### src/rtl/pc_redirect_unit_pkg.sv
// Shared definitions for the fetch-PC redirect unit: next-PC select codes and default vectors.
package pc_unit_pkg;

  typedef enum logic [2:0] {
    SEL_SEQ,
    SEL_HOLD,
    SEL_JUMP,
    SEL_RET,
    SEL_BRANCH,
    SEL_TRAP
  } pcSelT;

  localparam logic [31:0] DEFAULT_RESET_VEC = 32'h0000_3000;
  localparam logic [31:0] DEFAULT_TRAP_VEC  = 32'h0000_4180;

  // Number of simultaneous branch/ret/jump requests; trap is deliberately excluded.
  function automatic logic [1:0] countRedirects(input logic branchReq,
                                                input logic retReq,
                                                input logic jumpReq);
    return 2'(branchReq) + 2'(retReq) + 2'(jumpReq);
  endfunction

endpackage

### src/rtl/pc_redirect_unit_ras.sv
// Circular return-address stack; a push when full silently overwrites the oldest entry.
module pc_ras #(
  parameter int W     = 32,
  parameter int DEPTH = 4
) (
  input  logic                     Clk,
  input  logic                     PcReSet,
  input  logic                     push,
  input  logic                     pop,
  input  logic [W-1:0]             push_data,
  output logic [W-1:0]             top,
  output logic [$clog2(DEPTH):0]   count
);

  localparam int PTR_W = $clog2(DEPTH);
  localparam int CNT_W = PTR_W + 1;

  logic [W-1:0]     mem [DEPTH];
  logic [PTR_W-1:0] ptr;

  assign top = mem[ptr - PTR_W'(1)];

  // Pop takes precedence if both arrive; an empty pop leaves the stack untouched.
  always_ff @(posedge Clk) begin
    if (PcReSet) begin
      ptr   <= '0;
      count <= '0;
    end else if (pop) begin
      if (count != '0) begin
        ptr   <= ptr - PTR_W'(1);
        count <= count - CNT_W'(1);
      end
    end else if (push) begin
      ptr <= ptr + PTR_W'(1);
      if (count != CNT_W'(DEPTH)) count <= count + CNT_W'(1);
    end
  end

  always_ff @(posedge Clk) begin
    if (!PcReSet && !pop && push) mem[ptr] <= push_data;
  end

endmodule

### src/rtl/pc_redirect_unit.sv
// Fetch-PC generator: prioritised redirects, return-address stack, and registered error pulses.
module pc_redirect_unit
  import pc_unit_pkg::*;
#(
  parameter int              PC_W      = 32,
  parameter logic [PC_W-1:0] RESET_VEC = PC_W'(DEFAULT_RESET_VEC),
  parameter logic [PC_W-1:0] TRAP_VEC  = PC_W'(DEFAULT_TRAP_VEC),
  parameter int              INC       = 4,
  parameter int              RAS_DEPTH = 4,
  parameter int              ALIGN_B   = 2
) (
  input  logic                         Clk,
  input  logic                         PcReSet,
  input  logic                         do_stall,
  input  logic                         trap,
  input  logic                         branch_taken,
  input  logic [PC_W-1:0]              branch_addr,
  input  logic                         jump_taken,
  input  logic [PC_W-1:0]              jump_addr,
  input  logic                         call_push,
  input  logic [PC_W-1:0]              call_ret_addr,
  input  logic                         ret_taken,
  output logic [PC_W-1:0]              PC,
  output logic [$clog2(RAS_DEPTH):0]   ras_count,
  output logic                         redirect_conflict,
  output logic                         ras_underflow,
  output logic                         misaligned
);

  localparam logic [PC_W-1:0] ALIGN_MASK = ~((PC_W'(1) << ALIGN_B) - PC_W'(1));

  pcSelT           sel;
  logic [PC_W-1:0] rawTarget;
  logic [PC_W-1:0] nextPc;
  logic [PC_W-1:0] rasTop;
  logic            rasEmpty;
  logic            isRedirect;
  logic            rasPush;
  logic            rasPop;

  assign rasEmpty = (ras_count == '0);

  always_comb begin
    sel = SEL_SEQ;
    if (trap)              sel = SEL_TRAP;
    else if (branch_taken) sel = SEL_BRANCH;
    else if (ret_taken)    sel = SEL_RET;
    else if (jump_taken)   sel = SEL_JUMP;
    else if (do_stall)     sel = SEL_HOLD;
  end

  // An empty-stack return falls back to the jump target supplied alongside it.
  always_comb begin
    rawTarget  = '0;
    isRedirect = 1'b1;
    unique case (sel)
      SEL_TRAP:   rawTarget = TRAP_VEC;
      SEL_BRANCH: rawTarget = branch_addr;
      SEL_RET:    rawTarget = rasEmpty ? jump_addr : rasTop;
      SEL_JUMP:   rawTarget = jump_addr;
      default:    isRedirect = 1'b0;
    endcase
  end

  always_comb begin
    nextPc = PC + PC_W'(INC);
    if (isRedirect)            nextPc = rawTarget & ALIGN_MASK;
    else if (sel == SEL_HOLD)  nextPc = PC;
  end

  assign rasPush = (sel == SEL_JUMP) && call_push && !PcReSet;
  assign rasPop  = (sel == SEL_RET) && !rasEmpty && !PcReSet;

  pc_ras #(
    .W     (PC_W),
    .DEPTH (RAS_DEPTH)
  ) uRas (
    .Clk       (Clk),
    .PcReSet   (PcReSet),
    .push      (rasPush),
    .pop       (rasPop),
    .push_data (call_ret_addr),
    .top       (rasTop),
    .count     (ras_count)
  );

  always_ff @(posedge Clk) begin
    if (PcReSet) begin
      PC                <= RESET_VEC;
      redirect_conflict <= 1'b0;
      ras_underflow     <= 1'b0;
      misaligned        <= 1'b0;
    end else begin
      PC                <= nextPc;
      redirect_conflict <= (countRedirects(branch_taken, ret_taken, jump_taken) >= 2'd2);
      ras_underflow     <= (sel == SEL_RET) && rasEmpty;
      misaligned        <= isRedirect && ((rawTarget & ~ALIGN_MASK) != '0);
    end
  end

endmodule

### config.mk
export PLATFORM = sky130hd
export DESIGN_NAME = pc_redirect_unit
export DESIGN_NICKNAME = d
export VERILOG_FILES = /design/src/rtl/pc_redirect_unit_pkg.sv /design/src/rtl/pc_redirect_unit_ras.sv /design/src/rtl/pc_redirect_unit.sv
export SDC_FILE = /design/constraint.sdc
export NUM_CORES = 1
export LEC_CHECK = 0
export BUFFER_PORTS_ARGS = -buffer_cell sky130_fd_sc_hd__buf_4
export CAP_MARGIN = 15
export CORE_MARGIN = 10
export CORE_UTILIZATION = 45
export CTS_CLUSTER_SIZE = 14
export DETAILED_ROUTE_END_ITERATION = 7
export GPL_ROUTABILITY_DRIVEN = 0
export HOLD_SLACK_MARGIN = 0.1
export PLACE_DENSITY = 0.64
export SYNTH_ARGS = -nofsm -noshare
export SYNTH_HDL_FRONTEND = slang
export SYNTH_SLANG_ARGS = --single-unit
### constraint.sdc
create_clock -name Clk -period 5.15 [get_ports Clk]
set_clock_uncertainty 0.2 [all_clocks]
set_input_delay 1.03 -clock Clk [delete_from_list [all_inputs] [get_ports Clk]]
set_output_delay 1.03 -clock Clk [all_outputs]
set_load 0.02 [all_outputs]
# ---- Yosys cells after proc, flatten, opt, wreduce, memory -nomap -nowiden
# Memory sizes are Yosys's and may differ from the RTL's.
# Cells that the tools add are included.
dict set report op_classes {
  eq_ne 8
  n_mux 19
  n_addsub 7
  reduce_logical 20
  order_cmp 1
}
# cell count
set ops {}
lappend ops {{case mux 32 bit (4 select lines)} 1}
lappend ops {{2-to-1 mux 32 bit} 3}
lappend ops {{adder 32 x 3 -> 32 bit (second input constant)} 1}
lappend ops {{nonzero test 32 bit} 1}
lappend ops {{2-to-1 mux 3 bit} 6}
lappend ops {{2-to-1 mux 2 bit} 5}
lappend ops {{logical AND 1 bit} 8}
lappend ops {{equality test 3 x 2 -> 1 bit (second input constant)} 2}
lappend ops {{equality test 3 bit (second input constant)} 2}
lappend ops {{2-to-1 mux 1 bit} 4}
lappend ops {{!= test 2 bit (second input constant)} 2}
lappend ops {{nonzero test 2 bit} 2}
lappend ops {{OR reduction 4 bit} 1}
lappend ops {{adder 3 x 1 -> 3 bit (second input constant)} 1}
lappend ops {{equality test 3 x 1 -> 1 bit (second input constant)} 1}
lappend ops {{logical NOT 1 bit} 3}
lappend ops {{logical NOT 3 bit} 1}
lappend ops {{!= test 3 bit (second input constant)} 1}
lappend ops {{AND reduction 3 bit} 1}
lappend ops {{nonzero test 3 bit} 1}
lappend ops {{subtractor 3 x 1 -> 3 bit (second input constant)} 1}
lappend ops {{adder 1 x 1 -> 2 bit} 1}
lappend ops {{adder 2 x 1 -> 2 bit} 1}
lappend ops {{adder 2 x 1 -> 2 bit (second input constant)} 1}
lappend ops {{4 further kinds} 4}
dict set report totals {
  register_bits 40
  output_inout_bits 38
  elab_cells 63
  mem_count 1
  mem_bits_rw 128
  inputBits 104
}
# memory words width rd rd_ports_with_merged_regs wr line
set memory_table {}
lappend memory_table {uRas.mem 4 32 1 0 1 pc_redirect_unit_ras.sv:18} ;# logic [W-1:0] mem [DEPTH];

# ---- Logic depth before layout (Yosys ltp)
dict set report depth {
  depth_word 13
  ltp_mapped 12
  depth_no_buf 9
}

# ---- Hierarchy
# Synthesis repeated with hierarchy kept, for this count alone.
dict set report unflattened {
  hier_cells 558
  area_unflattened_um2 7624.8
}
# module seq_area_each_um2 cells_each n_inst area_each_um2
set modules_own_cells {}
lappend modules_own_cells {pc_ras 3943.8 213 1 5021.1}
lappend modules_own_cells {pc_redirect_unit 660.6 345 1 2603.7}

# ---- Least setup slack after synthesis
# No wires, ideal clock.
dict set report synth_timing {
  path_type {input port to flip-flop}
  start {input port branch_taken}
  end {memory uRas.mem[0][0], enable pin}
  arrival_time_ps 2462
  setup_time_ps 392
  slack_ps 2096
  stages 5
  required_time_ps 4558
  cell_sequence {buf_2 nor3_1 and3_1 buf_2 and2_1}
}
dict set report synth_between {
  elab_chain_len 10
  elab_cells_between_ends 13
  classes_between {eq/ne (2); mux (4); reduce/logical (7)}
}
# item line
set synth_lines {}
lappend synth_lines {{start, declared} pc_redirect_unit.sv:16} ;# input logic branch_taken,
lappend synth_lines {{2-to-1 mux 3 bit (*)} pc_redirect_unit.sv:46} ;# else if (branch_taken) sel = SEL_BRANCH;
lappend synth_lines {{2-to-1 mux 3 bit (*)} pc_redirect_unit.sv:45} ;# if (trap) sel = SEL_TRAP;
lappend synth_lines {{equality test 3 x 2 -> 1 bit} pc_redirect_unit.sv:72} ;# assign rasPop = (sel == SEL_RET) && !rasEmpty && !PcReSet;
lappend synth_lines {{logical AND 1 bit (2 in a row)} pc_redirect_unit.sv:72}
lappend synth_lines {{logical NOT 1 bit} pc_redirect_unit_ras.sv:40} ;# if (!PcReSet && !pop && push) mem[ptr] <= push_data;
lappend synth_lines {{logical AND 1 bit} pc_redirect_unit_ras.sv:40}
lappend synth_lines {{logical AND 1 bit (*)} pc_redirect_unit_ras.sv:40}
lappend synth_lines {{2-to-1 mux 1 bit (*)} pc_redirect_unit_ras.sv:40}
lappend synth_lines {{2-to-1 mux 1 bit (not written as such) (*)} pc_redirect_unit_ras.sv:40}
lappend synth_lines {{end, declared} pc_redirect_unit_ras.sv:18}
# Every way passes the cells marked *; elsewhere a longest branch is shown, timed or not.

# ---- Final worst setup path
dict set report layout_timing {
  start {input port PcReSet}
  end {memory uRas.mem[2][16], enable pin}
}
dict set report layout_between {
  elab_chain_len 7
  elab_cells_between_ends 8
  classes_between {mux (2); reduce/logical (6)}
}
# item line
set layout_lines {}
lappend layout_lines {{start, declared} pc_redirect_unit.sv:13} ;# input logic PcReSet,
lappend layout_lines {{logical NOT 1 bit (*)} {pc_redirect_unit_ras.sv:40, pc_redirect_unit.sv:71, pc_redirect_unit.sv:72}}
lappend layout_lines {{logical AND 1 bit} pc_redirect_unit.sv:72}
lappend layout_lines {{logical NOT 1 bit} pc_redirect_unit_ras.sv:40}
lappend layout_lines {{logical AND 1 bit} pc_redirect_unit_ras.sv:40}
lappend layout_lines {{logical AND 1 bit (*)} pc_redirect_unit_ras.sv:40}
lappend layout_lines {{2-to-1 mux 1 bit (*)} pc_redirect_unit_ras.sv:40}
lappend layout_lines {{2-to-1 mux 1 bit (not written as such) (*)} pc_redirect_unit_ras.sv:40}
# Marks and branches as above.

==> reports/qor.csv <==
stage,metric,value,unit
outcome,status,finished clean,
synth,mappedNetlistArea,7610,µm²
synth,ys.flop_type,edfxtp_1,
final_layout,final_area,9300,µm²
floorplanning,die_h,150,µm
clock_network,numCtsBuffers,17,
final_layout,fill_cells,1365,
timing,relSlewSlack,31.5,%
placement,dp_hpwl,14.2,mm
setup_path,cpLargestDelayFamily,simple AND/OR/NAND/NOR gates,
setup_path,startpoint_type,primary input,
global_route,grt_pass1_wl,29.7,mm
synth,synth_edf_count,128,
setup_path,critPathArrivalTime,2.99,ns
timing,rsz0062_at_grt,no,
clock_network,htree_levels,4,
synth,ys_types,70,
power,vdd_drop_max,0.000216,V
timing,setup_viol,0,
clock_network,path_clk_slew,0.07,ns
global_route,overflow,0,
floorplanning,fp.dieW,150,µm
placement,placedCellCount,860,
final_layout,n_antenna_cell,0,
placement,port_buffers,139,
placement,post-place-ws,1.62,ns
global_route,antenna_found_initial,1,
hold_path,min-delay-start,PC[31],
clock_network,clk_latency,0.42,ns
floorplanning,initial_core_util,45.9,%
setup_path,crit_buf_inv,2,
synth,syn_inst,527,
floorplanning,die_area,22500,µm²
timing,fin_ws,2.06,ns
setup_path,slowest_delay,0.73,ns
timing,timing.fmax,324,MHz
synth,yosys_warnings,0,
routing,vias_per_cell,5.77,
setup_path,worstPathMaxFanout,42,
timing,post-route-period-util,60.0,%
hold_path,min_to,PC[31],
setup_path,cp-end-kind,flip-flop,
timing,setup_tns,0,ns
global_route,groute.usage.overall,17.2,%
synth,async_reset_ff_share,0,%
job,max_cap_viol_count,0,
clock_network,cts_sinks,166,
global_route,grt_max_degree,43,
synth,avgSynthCellArea,14.4,µm²
clock_network,postCtsSetupRepairBufs,0,
routing,vias,5148,
setup_path,reg2reg_setup_slack,2.37,ns
final_layout,fin_nets,770,
timing,tightest_slew,1.03,ns
setup_path,required,5.05,ns
timing,hold_viol_final,0,
power,power_density,310,nW/µm²
synth,synth-seq-cells,166,
setup_path,regToRegStartpoint,uRas.ptr[1],
timing,slew_violations,0,
floorplanning,core_area,16600,µm²
clock_network,cts_root_buf,clkbuf_16,
final_layout,syn2layout_area_growth,22.1,%
power,leakage,3.21,nW
clock_network,cts_hold_buf,0,
routing,wl_per_cell,22.0,µm
routing,dr.pass1.iters,4,
hold_path,hold_path_class,flip-flop to flip-flop,
clock_network,cts_buffer_depth,2,
timing,whs,0.318,ns
synth,ys_seq_area_share,60.5,%
final_layout,drive_gt1_share,35.7,%
setup_path,r2r_cells,7,
global_route,grt_pass1_vias,5278,
final_layout,finalNonFillerCells,892,
routing,drcViolationCount,0,
setup_path,cpMostUsedCell,buf_4,
routing,ant_nets,0,
routing,initialDrtViolationCount,437,
setup_path,crit_chain,buf_4 > nor3_1 > and3_1 > and2_1 > buf_4,
placement,dpl_cell_area,8750,µm²
setup_path,crit_type,primary input to flip-flop,
timing,fin_crit,3.09,ns
floorplanning,fp-row-count,47,
setup_path,r2r-end,PC[23],
clock_network,post_cts_resized,0,
floorplanning,top_level_ports,142,
hold_path,min_path_cells,2,
setup_path,cp_slowest_cell,and2_1,
clock_network,tritoncts,done,
final_layout,fin_util,56.1,%
routing,wirelength,19.6,mm
power,total_power,2.88,mW
per-layer routing:
metal	vias up	track usage (%)	share of wire (%)
met5	-	0	0.066
met4	2	5.05	1.4
met3	24	4.86	7.9
met2	212	26.7	48
met1	2542	23.2	43
li1	2368	-	-
logic make-up after synthesis:
group                      after synthesis  synth area share [%]
buffers and inverters                   49                  4.17
DFF                                    166                  60.5
xor gates and xnor gates                22                  2.53
muxes                                   36                  9.83
and+or+nand+nor                        142                  11.0
AOI/OAI and AO/OA                      104                  10.8
other                                    1                0.0492
adders and majority gates                7                  1.15
synth_stat cells (all sizes together), types with 2 or more instances:
| cell type | number | area [µm²] |
|---|---|---|
| or2 | 3 | 18.8 |
| a221o | 6 | 60.1 |
| mux4 | 31 | 698 |
| nand2 | 34 | 130 |
| a2111oi | 2 | 30.0 |
| nor2b | 3 | 18.8 |
| clkbuf | 12 | 95.1 |
| xnor2 | 15 | 131 |
| nor3 | 8 | 50.1 |
| o22ai | 3 | 18.8 |
| or3 | 5 | 36.3 |
| o31ai | 2 | 15.0 |
| buf | 25 | 178 |
| ha | 7 | 87.6 |
| a21oi | 22 | 114 |
| and4 | 4 | 36.3 |
| and3 | 5 | 31.3 |
| xor2 | 7 | 61.3 |
| and2 | 7 | 43.8 |
| nand2b | 2 | 12.5 |
| o21ai | 10 | 50.1 |
| o211ai | 2 | 15.0 |
| mux2i | 5 | 50.1 |
| a221oi | 27 | 280 |
| or4 | 5 | 41.3 |
| nor2 | 26 | 108 |
| a211o | 2 | 17.5 |
| dfxtp | 38 | 761 |
| nand3 | 15 | 85.1 |
| nand4 | 8 | 65.1 |
| inv | 12 | 45.0 |
| a22o | 8 | 70.1 |
| a31oi | 5 | 31.3 |
| nor4 | 12 | 109 |
| edfxtp | 128 | 3840 |
| a211oi | 7 | 52.6 |
tightest hold or removal path: cells and delay by family (launching register included):
family | cells | cell delay [ns]
AO/OA/AOI/OAI | 1 | 0.06
buffers and inverters | 1 | 0.07
flip-flops | 1 | 0.33
cell usage in the layout, fill, tap and decap left out, types with 12 or more instances in the layout:
| cell type | count |
|---|---|
| a21oi_1 | 21 |
| a221oi_1 | 20 |
| buf_4 | 149 |
| clkbuf_16 | 17 |
| dfxtp_1 | 37 |
| edfxtp_1 | 128 |
| inv_1 | 12 |
| mux4_2 | 31 |
| nand2_1 | 33 |
| nand3_1 | 13 |
| nor2_1 | 24 |
| xnor2_1 | 15 |
area by class of cell:
type	instances	area [µm²]	area share, %
clock buffer	18	429	4.62
sequential	166	4610	49.5
clock inverter	14	116	1.25
inverter	12	45.0	0.485
multi-input combinational	313	2710	29.1
tap	220	275	2.96
timing repair buffer	149	1120	12.0
worst max-delay path by stage:
stage	cells past startpoint	startpoint	slack (ns)	end
floorplan	5	branch_taken	2.10	uRas.mem[0][0]
global placement	5	PcReSet	1.68	uRas.mem[2][6]
detailed placement	5	PcReSet	1.62	uRas.mem[2][5]
CTS	5	PcReSet	2.06	uRas.mem[2][16]
global route	5	PcReSet	1.92	uRas.mem[2][16]
finish	5	PcReSet	2.06	uRas.mem[2][16]
where the power goes:
part / internal, mW / switching, mW
clock: 0.631 / 0.541
sequential: 1.46 / 0.0261
combinational: 0.114 / 0.114
total: 2.20 / 0.681
flip-flops by register name (all words and copies together), names as in the netlist:
signal,flops
uRas.ptr,2
uRas.count,3
uRas.mem,128
ras_underflow,1
misaligned,1
redirect_conflict,1
PC,30
Power figures use the tool's default switching activity.
